File: src/rtl/dmem_init_loader.sv
// Debug-side data-memory loader: packs a 32-bit word stream into pairs and
// issues each pair as one dual-word store on the data-memory port.
module dmem_init_loader #(
    parameter int ADDR_W = 9,
    parameter int CNT_W  = 8
) (
    input  logic              clk,
    input  logic              rst,
    input  logic              start,
    input  logic [ADDR_W-1:0] base_addr,
    input  logic [CNT_W-1:0]  num_words,
    input  logic              in_valid,
    input  logic [31:0]       in_data,
    output logic              in_ready,
    output logic              mem_write,
    output logic              mem_read,
    output logic [ADDR_W-1:0] mem_addr,
    output logic [31:0]       mem_wd,
    output logic [31:0]       mem_wd2,
    output logic [2:0]        mem_funct3,
    output logic              mem_enable_half,
    output logic              busy,
    output logic              done,
    output logic              err
);

    typedef enum logic [2:0] {
        IDLE,
        COLLECT_LO,
        COLLECT_HI,
        WRITE,
        DONE
    } state_t;

    state_t            state;
    state_t            state_next;
    logic [ADDR_W-1:0] cur_addr;
    logic [CNT_W-1:0]  remaining;
    logic [31:0]       lo;
    logic              err_q;
    logic              zero_done_q;

    logic              start_aligned;
    logic              load_go;
    logic              last_word;

    assign start_aligned = start && (state == IDLE) && (base_addr[2:0] == 3'b000);
    assign load_go       = start_aligned && (num_words != '0);
    assign last_word     = (remaining == CNT_W'(1));

    // NOTE: sequential state uses non-blocking assignments only, so every
    // register samples pre-edge values regardless of statement order.
    always_ff @(posedge clk) begin
        if (rst) begin
            state <= IDLE;
        end else begin
            state <= state_next;
        end
    end

    // NOTE: state_next gets its default first, so no path through the case
    // leaves it unassigned and no latch is inferred.
    always_comb begin
        state_next = state;
        case (state)
            IDLE:       if (load_go) state_next = COLLECT_LO;
            COLLECT_LO: if (in_valid) state_next = last_word ? WRITE : COLLECT_HI;
            COLLECT_HI: if (in_valid) state_next = WRITE;
            WRITE:      state_next = (remaining == '0) ? DONE : COLLECT_LO;
            DONE:       state_next = IDLE;
            default:    state_next = IDLE;
        endcase
    end

    // Handshake and strobes are pure state decodes: no in_valid -> in_ready path.
    assign in_ready        = (state == COLLECT_LO) || (state == COLLECT_HI);
    assign mem_write       = (state == WRITE);
    assign mem_enable_half = (state == WRITE);
    assign busy            = (state == COLLECT_LO) || (state == COLLECT_HI) || (state == WRITE);
    assign done            = (state == DONE) || zero_done_q;
    assign err             = err_q;
    assign mem_read        = 1'b0;
    assign mem_funct3      = 3'b010;

    // Store address/data are loaded on the edge that enters WRITE and then
    // hold until the next pair; mem_wd2 doubles as the hi-word register.
    always_ff @(posedge clk) begin
        if (rst) begin
            cur_addr    <= '0;
            remaining   <= '0;
            lo          <= '0;
            mem_addr    <= '0;
            mem_wd      <= '0;
            mem_wd2     <= '0;
            err_q       <= 1'b0;
            zero_done_q <= 1'b0;
        end else begin
            err_q       <= start && ((state != IDLE) || (base_addr[2:0] != 3'b000));
            zero_done_q <= start_aligned && (num_words == '0);

            case (state)
                IDLE: begin
                    if (load_go) begin
                        cur_addr  <= base_addr;
                        remaining <= num_words;
                    end
                end
                COLLECT_LO: begin
                    if (in_valid) begin
                        lo        <= in_data;
                        remaining <= remaining - CNT_W'(1);
                        if (last_word) begin
                            mem_addr <= cur_addr;
                            mem_wd   <= in_data;
                            mem_wd2  <= '0;
                        end
                    end
                end
                COLLECT_HI: begin
                    if (in_valid) begin
                        remaining <= remaining - CNT_W'(1);
                        mem_addr  <= cur_addr;
                        mem_wd    <= lo;
                        mem_wd2   <= in_data;
                    end
                end
                WRITE: begin
                    cur_addr <= cur_addr + ADDR_W'(8);
                end
                default: begin
                end
            endcase
        end
    end

endmodule

File: config.mk
export PLATFORM = sky130hd
export DESIGN_NAME = dmem_init_loader
export DESIGN_NICKNAME = d
export VERILOG_FILES = /design/src/rtl/dmem_init_loader.sv
export SDC_FILE = /design/constraint.sdc
export NUM_CORES = 1
export LEC_CHECK = 0
export BUFFER_PORTS_ARGS = -buffer_cell sky130_fd_sc_hd__buf_2
export CAP_MARGIN = 0
export CORE_ASPECT_RATIO = 1.2
export CORE_MARGIN = 1
export CORE_UTILIZATION = 55
export CTS_BUF_LIST = sky130_fd_sc_hd__clkbuf_4
export DETAILED_ROUTE_END_ITERATION = 12
export PLACE_DENSITY = 0.82
export SETUP_SLACK_MARGIN = 0.15
export SYNTH_ARGS = -nofsm -noshare
export SYNTH_HDL_FRONTEND = slang
export SYNTH_SLANG_ARGS = --single-unit
export TNS_END_PERCENT = 100
File: constraint.sdc
create_clock -name clk -period 2.49 [get_ports clk]
set_input_delay 0.498 -clock clk [delete_from_list [all_inputs] [get_ports clk]]
set_output_delay 0.498 -clock clk [all_outputs]
set_load 0.02 [all_outputs]
# After elaboration in Yosys (flattened, before gate mapping)
# Index checks and enable logic that the tools add are counted.
word_totals:
  reg_bits: 127
  output_inout_bits: 83
classes:
  add_sub_neg: 2
  n_eq_ne: 10
  muxes: 23
  reduce_logical: 25
op_table:
  columns: ["operator", "count"]
  rows:
  - ["2-to-1 mux 32 bit", 6]
  - ["case mux 32 bit (2 select lines)", 2]
  - ["2-to-1 mux 9 bit", 4]
  - ["case mux 9 bit (2 select lines)", 2]
  - ["logical NOT 8 bit", 2]
  - ["2-to-1 mux 8 bit", 2]
  - ["case mux 8 bit (2 select lines)", 1]
  - ["2-to-1 mux 3 bit", 4]
  - ["case mux 3 bit (4 select lines)", 1]
  - ["adder 9 x 4 -> 9 bit (second input constant)", 1]
  - ["equality test 8 x 1 -> 1 bit (second input constant)", 1]
  - ["inequality test 2 bit (second input constant)", 4]
  - ["nonzero test 8 bit", 1]
  - ["subtractor 8 x 1 -> 8 bit (second input constant)", 1]
  - ["equality test 3 x 2 -> 1 bit (second input constant)", 2]
  - ["logical NOT 3 bit", 2]
  - ["AND reduction 3 bit", 2]
  - ["nonzero test 2 bit", 3]
  - ["nonzero test 3 bit", 2]
  - ["logical AND 1 bit", 5]
  - ["logical OR 1 bit", 4]
  - ["AND reduction 2 bit", 2]
  - ["AND reduction 4 bit", 1]
  - ["equality test 3 x 1 -> 1 bit (second input constant)", 1]
  - ["4 further kinds", 4]

# Longest topological paths before layout
# Gate-level depths: netlist of the first run.
depth:
  depth_word: 6
  ltp_mapped: 9
  mapped_depth_nobuf: 7

# Worst setup path before layout of the first run
# No wires, ideal clock.
synth_path:
  path_kind: "reg-to-reg"
  startpoint: "register remaining[3]"
  endpoint: "register mem_addr[0]"
  setup_ns: 0.128
  t_arrival_ns: 2.059
  setup_slack_ns: 0.304
  stages_incl_launch_ff: 8
  period_less_slack_ns: 2.186
  cell_sequence: "dfxtp_1 or4_4 or4_4 a21boi_2 buf_6 buf_6 mux2i_1 nor2_1"
synth_between:
  elab_chain_cells: 3
synth_lines:
  columns: ["element", "line", "rtl"]
  rows:
  - ["start, declared", "38", "logic [CNT_W-1:0] remaining;"]
  - ["start signal, assigned", "105", "remaining <= num_words;"]
  - ["start signal, assigned", "111", "remaining <= remaining - CNT_W'(1);"]
  - ["start signal, assigned", "121", "remaining <= remaining - CNT_W'(1);"]
  - ["equality test 8 x 1 -> 1 bit", "49", "assign last_word = (remaining == CNT_W'(1));"]
  - ["inequality test 2 bit (no line)", null, null]
  - ["AND reduction 4 bit (no line)", null, null]
  - ["end signal, assigned", "113", "mem_addr <= cur_addr;"]
  - ["end signal, assigned", "122", "mem_addr <= cur_addr;"]
  - ["end, declared", "17", "output logic [ADDR_W-1:0] mem_addr,"]
# No other way between the ends.
# A chain may end at the register's enable or synchronous reset.

# Worst setup path in the final report of the first run
layout_path:
  startpoint: "register remaining[1]"
  endpoint: "register mem_wd2[22]"
layout_between:
  elab_chain_cells: 3
layout_lines:
  columns: ["element", "line", "rtl"]
  rows:
  - ["equality test 8 x 1 -> 1 bit", "49", null]
  - ["inequality test 2 bit (no line)", null, null]
  - ["AND reduction 4 bit (no line)", null, null]
  - ["end signal, assigned", "124", "mem_wd2 <= in_data;"]
  - ["end, declared", "19", "output logic [31:0] mem_wd2,"]
# No other way between the ends.

==> results of run 1 <==
[worst max-delay path by stage]
stage	from	endpoint	slack, ns	cells after the start
floorplan	remaining[3]$_SDFFE_PP0P_	mem_addr[0]$_SDFFE_PP0P_	0.30	7
global placement	remaining[3]$_SDFFE_PP0P_	mem_addr[3]$_SDFFE_PP0P_	0.15	6
detailed placement	remaining[3]$_SDFFE_PP0P_	mem_addr[6]$_SDFFE_PP0P_	0.05	6
CTS	remaining[3]$_SDFFE_PP0P_	mem_wd2[2]$_SDFFE_PP0P_	0.10	7
global route	remaining[1]$_SDFFE_PP0P_	mem_wd2[29]$_SDFFE_PP0P_	0.03	9
finish	remaining[1]$_SDFFE_PP0P_	mem_wd2[22]$_SDFFE_PP0P_	0.08	9
[worst max-delay path: stages, from the launching register on]
cell	delay (ns)
dfxtp_2	0.35
inv_2	0.07
ha_4	0.11
or4bb_1	0.39
or4_4	0.52
a21boi_4	0.26
buf_6	0.14
nor2_4	0.06
clkbuf_16	0.17
a22o_1	0.21
[Yosys cell counts (all sizes together), types with 6 or more instances]
library cell,count,area share
a211oi,35,0.080
a21oi,52,0.049
a22o,32,0.053
a31oi,8,0.0095
buf,19,0.028
clkbuf,29,0.021
dfxtp,127,0.48
inv,7,0.0050
mux2i,43,0.082
nand2,73,0.052
nand3,9,0.0085
nor2,51,0.036
nor3,6,0.0057
nor3b,7,0.010
o21ai,17,0.016
[layout make-up]
class | instances | area (um^2)
inverter | 7 | 30.0
multi-input combinational | 376 | 2520
sequential | 127 | 2550
clock buffer | 18 | 135
timing repair buffer | 168 | 1160
fill | 660 | 2390
clock inverter | 14 | 244
tap | 120 | 150
[logic make-up after synthesis]
kind of cell,Yosys count,share of synthesized area
simple gates,172,0.150
compound gates,152,0.221
flops,127,0.482
buf+inv,55,0.0532
mux,43,0.0817
fa+ha+maj,3,0.00712
other cells,2,0.00143
xor+xnor,2,0.00332
[per-stage QoR]
step                      hold WS (ns)  total power, mW  utilization  setup slack [ns]  instance area, um^2
after global routing             0.151             5.11        0.740            0.0251                 6790
after detailed placement         0.449             3.02        0.657            0.0503                 6020
after CTS                        0.153             4.86        0.709             0.100                 6500
after floorplan                  0.436             2.78            -             0.304                 5280
final                            0.190             4.91        0.740            0.0847                 6790
after global placement           0.441             2.99        0.657             0.149                 6020
[per-layer routing]
layer,part of all wire,vias to the layer above,GRT usage
li1,-,2254,-
met5,0,-,0
met1,0.40,2285,0.294
met4,0.020,0,0.115
met3,0.066,25,0.0788
met2,0.51,191,0.469
[state kept, by name (all words and copies together), names as in the netlist]
name         count
mem_addr         9
state            3
cur_addr         9
err              1
mem_wd2         32
lo              32
remaining        8
zero_done_q      1
mem_wd          32
[report_power, final]
group	internal, mW	switching [mW]
Sequential	2.13	0.0730
Combinational	0.348	0.516
Clock	1.10	0.752
[what timing repair did]
action / 4_1_cts / 5_1_grt
hold buffers: 0 / 0
gates cloned: 2 / 8
setup endpoints to repair: 29 / 76
resized for setup: 5 / 14
pin swaps: 1 / 43
setup buffers: 2 / 7
==> impl_metrics.yaml, run 1 <==
synth:
  yosysSeqAreaShare: 0.482
  syn-instance-count: 556
  avgSynthCellArea_um2: 9.48
  synth_flop_cell: "dfxtp_1"
  ys_warn_count: 0
  yosysUniqueCellTypes: 39
  ys_ff_latch: 127
  synth-async-reset-ratio: 0
  synth-edff-count: 0
  syn_area_mm2: 0.00527
timing:
  fin_tns_setup_ns: 0
  period_share: 0.966
  fin_crit_ns: 2.41
  worstMarginPinSlew_ns: 0.673
  max_freq_mhz: 416
  drv_slew: 0
  slew_headroom: 0.547
  final_hold_viol_count: 0
  clock_skew_ns: 0.0150
  rsz0062_at_grt: "yes"
  setup_viol: 0
floorplan:
  top_level_ports: 136
  die_y_um: 109
  coreArea_mm2: 0.00918
  dieWidth_um: 91.4
  fp-row-count: 38
  dieArea_mm2: 0.00998
  start_util: 0.574
worst_hold_path:
  holdPathStages: 2
  hp-class: "input pin to flop"
  min_from: "in_data[19]"
  hold_end: "mem_wd2[19]$_SDFFE_PP0P_"
clocking:
  h-tree-depth: 4
  cts_tree: "built"
  clockRootBuffer: "clkbuf_4"
  clk_pin_slew_ns: 0.12
  cts_buffer_depth: 2
  clock_latency_ns: 0.54
  cts_buffers: 17
  clock-sinks: 127
finish:
  mostFrequentLayoutCell: "buf_2"
  layout.cells.non_filler: 830
  area_growth_pct: 28.8
  layout_common_cells: "buf_2 (130), dfxtp_1 (124), nand2_1 (72), a21oi_1 (52), nor2_1 (50)"
  n_antenna_cell: 0
  drive_gt1_frac: 0.349
  nets: 753
drt:
  drt-total-wl_mm: 14.0
  drt_iter0_drc: 239
  wl_per_cell_um: 16.9
  drtPass1Iterations: 5
  drc_errors: 0
  final_antenna_net_count: 0
  via_per_inst: 5.73
  num_vias: 4755
global_route:
  antenna_found_initial: 0
  grt_pass1_wl_mm: 20.6
  grt_max_degree: 53
  grt_usage: 0.264
  first_global_vias: 4343
  overflow: 0
placement:
  dp_hpwl_mm: 8.52
  gp_congestion: 0.886
  dpl.cell_count: 779
  io_buffers: 131
worst_setup_path:
  cp_max_fo: 8
  ff2ff_path_depth: 9
  rrSetupSlack_ns: 0.08
  cp.arrival_ns: 2.83
  cp-start-kind: "flop"
  required_ns: 2.92
  reg2reg_to: "mem_wd2[22]$_SDFFE_PP0P_"
  crit_type: "flop to flop"
  r2r_start: "remaining[1]$_SDFFE_PP0P_"
  critPathCaptureType: "flop"
status:
  status: "finished, final reports clean"
power_and_ir_drop:
  power_density_mw_per_mm2: 724
  leakagePower_nw: 2.76
  irDropWorstVdd_mv: 0.372
run:
  drv_cap: 0
Power figures use the tool's default switching activity.
==> run 2: changes to the inputs <==
Settings changed: CORE_UTILIZATION 55 to 40, PLACE_DENSITY 0.82 to not set.
==> run 2 against run 1 <==
Net effect: critical path depth fell by 3; maximum frequency grew 3.4%; combinational power increased by 2%; first-iteration DRC count fell by 7.1%; setup slack better by 0.078 ns; cell count increased by 5.8%; clock power down 22%; count of clock-buffer cells in the layout up 1; largest power group unchanged.
==> impl_metrics.yaml, run 2 (synthesis gave the netlist of run 1 again) <==
status:
  status: "finished, final reports clean"
drt:
  drt-total-wl_mm: 13.7
  via_per_inst: 5.20
  drtPass1Iterations: 5
  drc_errors: 0
  final_antenna_net_count: 0
  drt_iter0_drc: 222
  wl_per_cell_um: 15.6
  num_vias: 4568
floorplan:
  dieWidth_um: 107
  start_util: 0.414
  dieArea_mm2: 0.0136
  top_level_ports: 136
  coreArea_mm2: 0.0127
  fp-row-count: 45
  die_y_um: 128
clocking:
  clock-sinks: 127
  cts_tree: "built"
  clock_latency_ns: 0.49
  clk_pin_slew_ns: 0.12
  cts_buffer_depth: 2
  h-tree-depth: 4
  cts_buffers: 17
  clockRootBuffer: "clkbuf_4"
worst_setup_path:
  cp.arrival_ns: 2.72
  cp-start-kind: "flop"
  required_ns: 2.88
  crit_type: "flop to flop"
  critPathCaptureType: "flop"
  cp_max_fo: 6
timing:
  clock_skew_ns: 0.0207
  setup_viol: 0
  max_freq_mhz: 430
  fin_tns_setup_ns: 0
  period_share: 0.935
  setup_slack_ns: 0.163
  rsz0062_at_grt: "yes"
  fin_crit_ns: 2.33
  final_hold_viol_count: 0
  drv_slew: 0
  slew_headroom: 0.590
  worstMarginPinSlew_ns: 0.608
global_route:
  first_global_vias: 4161
  grt_usage: 0.192
  grt_max_degree: 60
  antenna_found_initial: 2
  overflow: 0
  grt_pass1_wl_mm: 20.6
finish:
  reg_top3: "lo x32, mem_wd2 x32, mem_wd x32"
  nets: 756
  mostFrequentLayoutCell: "buf_2"
  drive_gt1_frac: 0.351
  fill_cells: 1223
  layout.cells.non_filler: 878
  layout_common_cells: "buf_2 (130), dfxtp_1 (124), nand2_1 (72), a21oi_1 (52), nor2_1 (50)"
  area_growth_pct: 28.5
placement:
  gp_congestion: 0.821
  io_buffers: 131
  place_ws_ns: 0.0652
  dp_hpwl_mm: 8.64
  dpl.cell_count: 822
worst_hold_path:
  hp-class: "input pin to flop"
power_and_ir_drop:
  leakagePower_nw: 2.72
  irDropWorstVdd_mv: 0.348
  power_density_mw_per_mm2: 667
run:
  drv_cap: 0
run 2: cell types whose count changed in the layout (fill, tap and decap cells not counted), moves of 2 or more:
cell	before	now
bufinv_16	7	3
clkinvlp_4	2	5
diode_2	0	2
buf_6	3	8
buf_4	22	20
clkinv_1	3	1
buf_16	2	0
run 2: timing repair:
item / CTS / global route
buffers inserted: 3 / 10
gates resized for setup: 8 / 20
gates cloned: 1 / 9
pin swaps: 1 / 23
hold buffers: 0 / 0
endpoints found under the setup margin: 36 / 67
run 2: final timing paths:
| kind | end | depth (start not counted) | start | slack (ns) |
|---|---|---|---|---|
| setup reg to reg | mem_wd2[19]$_SDFFE_PP0P_ | 6 | remaining[4]$_SDFFE_PP0P_ | 0.16 |
| setup / recovery | mem_wd2[19]$_SDFFE_PP0P_ | 6 | remaining[4]$_SDFFE_PP0P_ | 0.16 |
| hold / removal | mem_wd2[6]$_SDFFE_PP0P_ | 2 | in_data[6] | 0.24 |
| hold reg to reg | lo[23]$_SDFFE_PP0P_ | 2 | lo[23]$_SDFFE_PP0P_ | 0.46 |
run 2: critical path: stages, from the launching register on:
cell and delay, ns:
dfxtp_2 0.34, or4_4 0.54, or4_4 0.52, a21boi_4 0.27, nor2_4 0.13, clkbuf_16 0.21
a22o_1 0.22
run 2: metrics by stage:
| stage | utilization | hold slack (ns) | cell area (um^2) | power (mW) |
|---|---|---|---|---|
| 2_1_floorplan | - | 0.436 | 5280 | 2.78 |
| 3_3_place_gp | 0.477 | 0.441 | 6070 | 3.00 |
| 3_5_place_dp | 0.477 | 0.447 | 6070 | 3.03 |
| 4_1_cts | 0.506 | 0.190 | 6440 | 4.49 |
| 5_1_grt | 0.532 | 0.178 | 6770 | 4.75 |
| 6_report | 0.532 | 0.243 | 6770 | 4.52 |
run 2: report_power, final:
group          total, mW  internal, mW  switching, mW
registers           2.19          2.13         0.0631
clock network       1.45         0.704          0.741
logic              0.879         0.357          0.522
run 2: final cells by class:
cell class / count / area [um^2] / area share
antenna: 2 / 5.00 / 0.000739
clock buffer: 19 / 143 / 0.0211
clock inverter: 12 / 145 / 0.0214
inverter: 7 / 33.8 / 0.00499
multi-input combinational: 376 / 2500 / 0.370
sequential: 127 / 2550 / 0.376
tap: 164 / 205 / 0.0303
timing repair buffer: 171 / 1190 / 0.175
run 2: layer usage:
| metal | vias up | wire length [um] | global-route usage |
|---|---|---|---|
| met1 | 2180 | 5760 | 0.236 |
| met4 | 0 | 138 | 0.0572 |
| met5 | - | 0 | 0 |
| met3 | 7 | 723 | 0.0508 |
| met2 | 130 | 7050 | 0.329 |
| li1 | 2251 | - | - |
==> run 3: changes to the inputs <==
Settings changed: CELL_PAD_IN_SITES_DETAIL_PLACEMENT set to 0, CELL_PAD_IN_SITES_GLOBAL_PLACEMENT set to 1, CORE_ASPECT_RATIO 1.2 to 0.9, PLACE_DENSITY_LB_ADDON set to 0.1.
==> run 3 against run 2 <==
Net effect: sequential power barely moved; critical path depth unchanged; cell area down 1.8%; wire length rose by 1.4%; maximum frequency decreased by 0.49%; die area hardly changed; sequential cell count unchanged; cell count decreased by 0.91%; first-iteration DRC count rose by 29%; combinational power decreased by 2.3%; sequential share of layout area is 0.64 points higher.
==> impl_metrics.yaml, run 3 (synthesis gave the netlist of run 1 again) <==
worst_hold_path:
  min_from: "in_data[1]"
  hp-class: "input pin to flop"
clocking:
  cts_buffer_depth: 2
  cts_tree: "built"
  h-tree-depth: 4
  clock-sinks: 127
  cts_buffers: 17
  clock_latency_ns: 0.52
  clk_pin_slew_ns: 0.11
  postCtsHoldBufs: 0
  clockRootBuffer: "clkbuf_4"
worst_setup_path:
  critPathSlowestCell: "or4_4"
  crit_chain: "or4_4, or4_4, a21boi_4, buf_12, nor2_4, a22o_1"
  critPathCaptureType: "flop"
  cp.arrival_ns: 2.76
  cp-start-kind: "flop"
  required_ns: 2.91
  cp-startpoint: "remaining[4]$_SDFFE_PP0P_"
  crit_type: "flop to flop"
  cp_max_fo: 16
  cpPeakStageDelay_ns: 0.52
  r2r_start: "remaining[4]$_SDFFE_PP0P_"
  crit_top_cell: "or4_4"
global_route:
  grt_pass1_wl_mm: 21.8
  grt_max_degree: 61
  grt_usage: 0.206
  antenna_found_initial: 1
  overflow: 0
  first_global_vias: 4339
timing:
  max_freq_mhz: 428
  fin_tns_setup_ns: 0
  worstMarginPinSlew_ns: 0.632
  setup_slack_ns: 0.151
  final_hold_viol_count: 0
  period_share: 0.939
  fin_crit_ns: 2.34
  setup_viol: 0
  rsz0062_at_grt: "yes"
  slew_headroom: 0.574
  hold_ws_ns: 0.207
  drv_slew: 0
  clock_skew_ns: 0.0133
finish:
  final_area_mm2: 0.00665
  layout.cells.non_filler: 870
  seq_area_mm2: 0.00255
  fill_cells: 1243
  drive_gt1_frac: 0.342
  area_growth_pct: 26.2
  reg_top3: "lo x32, mem_wd2 x32, mem_wd x32"
  multi_input_area_mm2: 0.00252
  nets: 748
  mostFrequentLayoutCell: "buf_2"
  layout_common_cells: "buf_2 (130), dfxtp_1 (124), nand2_1 (73), a21oi_1 (52), nor2_1 (49)"
  finish.utilization: 0.520
power_and_ir_drop:
  leakagePower_nw: 2.68
  irDropWorstVdd_mv: 0.427
  power_density_mw_per_mm2: 679
  finalPower_mw: 4.51
drt:
  drc_errors: 0
  via_per_inst: 5.24
  drtPass1Iterations: 6
  drt-total-wl_mm: 13.9
  num_vias: 4560
  wl_per_cell_um: 15.9
  drt_iter0_drc: 287
  final_antenna_net_count: 0
placement:
  gp_congestion: 0.827
  io_buffers: 131
  dpl.cell_count: 823
  postPlaceCellArea_mm2: 0.00611
  place_ws_ns: 0.102
  dp_hpwl_mm: 8.70
floorplan:
  dieArea_mm2: 0.0136
  start_util: 0.412
  top_level_ports: 136
  dieWidth_um: 123
  coreArea_mm2: 0.0128
  die_y_um: 111
  fp-row-count: 39
run:
  drv_cap: 0
status:
  status: "finished, final reports clean"
==> run 3: layout make-up <==
class                      count  share of cell area
clock inverter                 9              0.0175
inverter                       7             0.00508
sequential                   127               0.383
timing repair buffer         162               0.159
tap                          164              0.0309
multi-input combinational    377               0.378
clock buffer                  23              0.0260
antenna                        1            0.000376
==> run 3: repair_timing <==
item / CTS / global route
gates resized for setup: 4 / 12
buffers inserted: 2 / 6
setup endpoints to repair: 50 / 75
cloned: 2 / 4
hold endpoints to repair: 0 / 0
pin swaps: 2 / 20
==> run 3: layer usage <==
metal	global-route usage	part of all wire
met1	0.268	0.47
met2	0.315	0.45
met3	0.0674	0.062
met4	0.0747	0.016
met5	0	0
==> run 3: final timing paths <==
check	slack [ns]	endpoint	depth (start not counted)
setup / recovery	0.15	mem_wd2[22]$_SDFFE_PP0P_	6
setup reg to reg	0.15	mem_wd2[22]$_SDFFE_PP0P_	6
hold reg to reg	0.46	lo[17]$_SDFFE_PP0P_	2
hold / removal	0.21	mem_wd2[1]$_SDFFE_PP0P_	2
==> run 3: report_power, final <==
part	switching [mW]	leakage, nW	internal [mW]
clock network	0.711	0.165	0.750
registers	0.0646	1.03	2.13
logic	0.513	1.48	0.346
total	1.29	2.68	3.22
==> run 3: critical path, delay by kind of cell (launching register included) <==
family / cells / cell delay [ns]
flip-flops: 1 / 0.35
AND/OR/NAND/NOR: 3 / 1.16
AO/OA/AOI/OAI: 2 / 0.54
buffers and inverters: 1 / 0.18
